[src/rtl/bus_arbiter.sv]
// Two-master bus arbiter (master 0 = CPU, master 1 = DMA): same-cycle grant and forwarding, read data routed to its owner one cycle later.
// Define BUS_ARB_ROUND_ROBIN_EN for round-robin with bounded lock retention; default build is fixed priority (master 0 wins).
module bus_arbiter (
    input  logic        i_clk,
    input  logic        i_reset,
    input  logic [15:0] i_m0_addr,
    input  logic        i_m0_rd,
    input  logic        i_m0_wr,
    input  logic [15:0] i_m0_wrdata,
    input  logic        i_m0_lock,
    output logic [15:0] o_m0_rddata,
    output logic        o_m0_wait,
    input  logic [15:0] i_m1_addr,
    input  logic        i_m1_rd,
    input  logic        i_m1_wr,
    input  logic [15:0] i_m1_wrdata,
    input  logic        i_m1_lock,
    output logic [15:0] o_m1_rddata,
    output logic        o_m1_wait,
    output logic [15:0] o_bus_addr,
    output logic [15:0] o_bus_wrdata,
    output logic        o_bus_rd,
    output logic        o_bus_wr,
    input  logic [15:0] i_bus_rddata,
    output logic [1:0]  o_grant
);
    logic req0, req1;
    logic gnt0, gnt1;
    logic rd_pend_vld, rd_pend_owner;

    assign req0 = i_m0_rd | i_m0_wr;
    assign req1 = i_m1_rd | i_m1_wr;

`ifdef BUS_ARB_ROUND_ROBIN_EN
    logic       last_gnt;
    logic       held_vld, held_id;
    logic       lock_run;
    logic [2:0] lock_cnt;
    logic       held_req, lock_held, lock_expired, locked_gnt, sel1;

    // held_* remembers the master granted last cycle with its lock raised
    assign held_req     = held_id ? req1 : req0;
    assign lock_held    = held_vld & held_req;
    assign lock_expired = lock_held & lock_run & (lock_cnt == 3'd7) & req0 & req1;
    assign locked_gnt   = lock_held & ~lock_expired;

    always_comb begin
        sel1 = req1;
        if (req0 & req1) begin
            if (lock_held)
                sel1 = lock_expired ? ~held_id : held_id;
            else
                sel1 = ~last_gnt;
        end
    end

    assign gnt0 = req0 & ~sel1;
    assign gnt1 = req1 & sel1;

    // lock_cnt holds (locked grants in current run - 1) once lock_run is set
    always_ff @(posedge i_clk or posedge i_reset) begin
        if (i_reset) begin
            last_gnt <= 1'b1;
            held_vld <= 1'b0;
            held_id  <= 1'b0;
            lock_run <= 1'b0;
            lock_cnt <= 3'd0;
        end else begin
            if (gnt0 | gnt1)
                last_gnt <= gnt1;
            held_vld <= (gnt0 & i_m0_lock) | (gnt1 & i_m1_lock);
            held_id  <= gnt1;
            if (locked_gnt) begin
                lock_run <= 1'b1;
                if (!lock_run)
                    lock_cnt <= 3'd0;
                else if (lock_cnt != 3'd7)
                    lock_cnt <= lock_cnt + 3'd1;
            end else begin
                lock_run <= 1'b0;
                lock_cnt <= 3'd0;
            end
        end
    end
`else
    logic unused_lock;

    assign unused_lock = i_m0_lock | i_m1_lock;
    assign gnt0        = req0;
    assign gnt1        = req1 & ~req0;
`endif

    always_comb begin
        o_bus_addr   = '0;
        o_bus_wrdata = '0;
        o_bus_rd     = 1'b0;
        o_bus_wr     = 1'b0;
        if (gnt0) begin
            o_bus_addr   = i_m0_addr;
            o_bus_wrdata = i_m0_wrdata;
            o_bus_wr     = i_m0_wr;
            o_bus_rd     = i_m0_rd & ~i_m0_wr;
        end else if (gnt1) begin
            o_bus_addr   = i_m1_addr;
            o_bus_wrdata = i_m1_wrdata;
            o_bus_wr     = i_m1_wr;
            o_bus_rd     = i_m1_rd & ~i_m1_wr;
        end
    end

    assign o_grant   = {gnt1, gnt0};
    assign o_m0_wait = req0 & ~gnt0;
    assign o_m1_wait = req1 & ~gnt1;

    always_ff @(posedge i_clk or posedge i_reset) begin
        if (i_reset) begin
            rd_pend_vld   <= 1'b0;
            rd_pend_owner <= 1'b0;
        end else begin
            rd_pend_vld   <= o_bus_rd;
            rd_pend_owner <= gnt1;
        end
    end

    assign o_m0_rddata = (rd_pend_vld & ~rd_pend_owner) ? i_bus_rddata : 16'h0000;
    assign o_m1_rddata = (rd_pend_vld &  rd_pend_owner) ? i_bus_rddata : 16'h0000;
endmodule

[config.mk]
export PLATFORM = sky130hd
export DESIGN_NAME = bus_arbiter
export DESIGN_NICKNAME = d
export VERILOG_FILES = /design/src/rtl/bus_arbiter.sv
export SDC_FILE = /design/constraint.sdc
export NUM_CORES = 1
export LEC_CHECK = 0
export BUFFER_PORTS_ARGS = -buffer_cell sky130_fd_sc_hd__buf_2
export CAP_MARGIN = 10
export CORE_MARGIN = 8
export CORE_UTILIZATION = 27
export CTS_CLUSTER_DIAMETER = 200
export CTS_CLUSTER_SIZE = 12
export DETAILED_ROUTE_END_ITERATION = 10
export PLACE_DENSITY = 0.85
export SYNTH_ARGS = -nofsm -noshare
export SYNTH_HDL_FRONTEND = slang
export SYNTH_SLANG_ARGS = --single-unit
[constraint.sdc]
create_clock -name i_clk -period 1 [get_ports i_clk]
set_clock_uncertainty 0.2 [all_clocks]
set_input_delay 0.05 -clock i_clk [delete_from_list [all_inputs] [get_ports i_clk]]
set_output_delay 0.05 -clock i_clk [all_outputs]
set_load 0.01 [all_outputs]
==> metrics <==
outcome=finished with violations; violations in the final reports=setup timing; cell count after synthesis=163; fraction of layout instances using a drive strength above 1=between 70% and 80%; Cell Count, Final, Fillers Out=roughly 380; worst hold path class=input port to async pin; synthesized-area fraction occupied by ao, oa, aoi and oai cells=57.25%; setup-violating endpoint count in the final report=between 60 and 70; via density per instance=between 5 and 6; Layout Utilization=66.96%; Final Total Pwr=1.542 mW; unrepaired setup endpoints after global routing=true; Post-Syn Area=0.001045 mm2; Slowest cell on crit path=sky130_fd_sc_hd__dfrtp_2; Switching Power=614.2 uW; share of synthesized cell area in and, or, nand and nor gates=between 20% and 30%; Std-Cell Rows=22; internal cell power=927.3 uW; Clock Pin Slew Worst Setup and Hold Paths=~0.030 ns; CTS H-Tree Depth=1; count of buffering cells on the critical path with inverters included=2; # fillers=~280; portion of total power attributed to the clock network=~22%; I/O pin total=158; fraction of synthesized cell area taken by the top area cell type=between 30% and 40%; via count of the first global-routing pass=between 2000 and 2500; Crit Path Class=flip-flop to primary output; Fmax achieved=just over 700 MHz; synth warn=0; Seq cells post-synth=2; port bufs=between 150 and 200; Comb pwr share=around 72%; placeable core region=~0.0037 mm2; total wire length=approximately 6200 um; Area Overhead vs Synth=136.4%; maximum resistive drop on vdd=about 0.47 mV; critical path cell sequence=nor2b_4 > buf_12 > and2_1 > buf_2; Critical Path RT=0.75 ns; Chip Width=between 70 and 80 um; kind of capture point of the worst setup path=primary output; global placer's final weighted congestion=roughly 0.80; Syn Nets=roughly 250; count of placed standard cells including taps=360; portion of the post-synthesis area used by sequential elements=around 4.8%; Die Height=around 78 um; adder-cell area share of the yosys netlist=0%; number of different library cells in the post-synthesis netlist=20; count of nets left with antenna violations after detail routing=0; cell type contributing the most total cell area after synthesis=sky130_fd_sc_hd__o21ai_0; Synth Area per Inst=approximately 6.4 um2; Overflow after GRT=0; main combinational cell family by area after synthesis=compound AO/OA/AOI/OAI gates; master cell of the clock root buffer=sky130_fd_sc_hd__clkbuf_8; post-detail-place hpwl=~4500 um; most common cell after layout, fill and taps aside=sky130_fd_sc_hd__buf_2; Antenna diodes=0; worst setup timing slack at the placement stage=-0.1785 ns; post-detailed-placement cell area=around 0.002 mm2; power per unit of standard cell area=between 600 and 700 mW/mm2; post-route setup slack=-0.3915 ns; net total in the final layout=between 400 and 500; # clock sinks=2; launching element type of the critical path=flip-flop; die area=0.006116 mm2; crit path DAT=1.14 ns; drt first pass iters=4; GR Util All Layers=18.65%; max-slew violation total from the final report=0; share of the synthesized netlist area taken by xor and xnor gates=0%; clock buffer count from CTS=3; Lkg Pwr=between 1 and 1.5 nW; reported max-cap violation count=0; maximum number of pins on one net before global-route repair=35; Tcrit/Tclk final=139.2%; multiplexer fraction of the synthesized cell area=0%; cell family with most CP delay=flip-flops; wire per inst=approximately 17 um; TritonCTS clock tree=done; CTS max path bufs=2; number of vias after detailed routing=about 1900; Initial Utilization=approximately 28%; number of endpoints with negative hold slack in the final report=0; post-route cell area=0.002470 mm2; crit-path max FO=16; part of the power in registers=about 5.8%; largest cells by area after synthesis=sky130_fd_sc_hd__o21ai_0, sky130_fd_sc_hd__o21ai_2, sky130_fd_sc_hd__and2_1; largest incremental delay on the critical path=0.41 ns; antenna violations before repair=0; switching power share of the total=39.84%; global-route wire length before repair=approximately 9500 um; time the worst path needs with I/O delays and setup=1.392 ns; drc violations=0; commonest cells after routing, fill and taps aside=sky130_fd_sc_hd__buf_2, sky130_fd_sc_hd__o21ai_2, sky130_fd_sc_hd__o21ai_1; iteration-0 DRC count of the detailed router=36
[final cells by class]
cell class	instances	area, um2	share of cell area (%)
timing repair inverter	1	7.507	0.3040
clock buffer	4	45.04	1.824
timing repair buffer	181	1259	50.96
tap	48	60.06	2.432
multi-input combinational	137	1031	41.74
sequential	2	51.30	2.077
inverter	3	16.27	0.6586
[path summary, 6_finish.rpt]
check	startpoint	slack (ns)	to	cells after the start
worst max-delay path	rd_pend_owner	-0.39	o_m0_rddata[0]	4
worst min-delay path	i_reset	0.03	rd_pend_owner	3
max in group asynchronous	i_reset	0.45	rd_pend_owner	3
min in group i_clk	i_m1_wr	0.13	rd_pend_vld	4
[Yosys cell counts, drive strengths merged]
library cell  instances
a21o                  1
a21oi                 1
and2                 16
and3                 16
buf                  13
clkbuf                8
conb                  1
dfrtp                 2
inv                   3
nand2b                1
nor2                  4
nor2b                 1
o21ai                96
[tightest hold or removal path: stages]
cell and delay, ns:
sky130_fd_sc_hd__dlygate4sd3_1 0.53, sky130_fd_sc_hd__buf_2 0.12, sky130_fd_sc_hd__inv_1 0.07
[layer usage]
| layer | global-route usage, % | routed length [um] | share of wire, % |
|---|---|---|---|
| met3 | 8.087 | 739 | 12 |
| met1 | 17.21 | 2133 | 34 |
| met4 | 7.407 | 159 | 2.6 |
| met5 | 0 | 0 | 0 |
| met2 | 35.05 | 3197 | 51 |
[what timing repair did]
action | in CTS | in global routing
hold buffers | 1 | 0
buffers inserted | 8 | 4
setup endpoints to repair | 65 | 68
endpoints found under the hold margin | 3 | 0
gates cloned | 4 | 0
resized for setup | 85 | 31
pin swaps | 32 | 7
[power by group through the flow]
| stage | combinational (mW) | sequential (mW) | clock (mW) |
|---|---|---|---|
| floorplan | 0.455 | 0.0939 | 0 |
| global placement | 0.862 | 0.0905 | 0 |
| detailed placement | 0.881 | 0.0909 | 0 |
| CTS | 1.07 | 0.0900 | 0.347 |
| global route | 1.20 | 0.0905 | 0.357 |
| finish | 1.12 | 0.0899 | 0.337 |
[sequential cells by signal, summed over array words and instances, names as in the netlist]
name and count:
rd_pend_vld 1, rd_pend_owner 1
[cell families after synthesis]
family,count (synthesis)
AO/OA/AOI/OAI,98
other,1
AND/OR/NAND/NOR,38
flip-flops,2
buffers and inverters,24
[stage by stage]
step	hold WS (ns)	TNS (ns)
after floorplan	-0.4089	-1.251
after global placement	-0.3009	-6.309
after detailed placement	-0.2967	-7.265
after CTS	-0.02434	-16.34
after global routing	0.06111	-19.07
final	0.03099	-16.12
(Power assumes the default switching activity.)
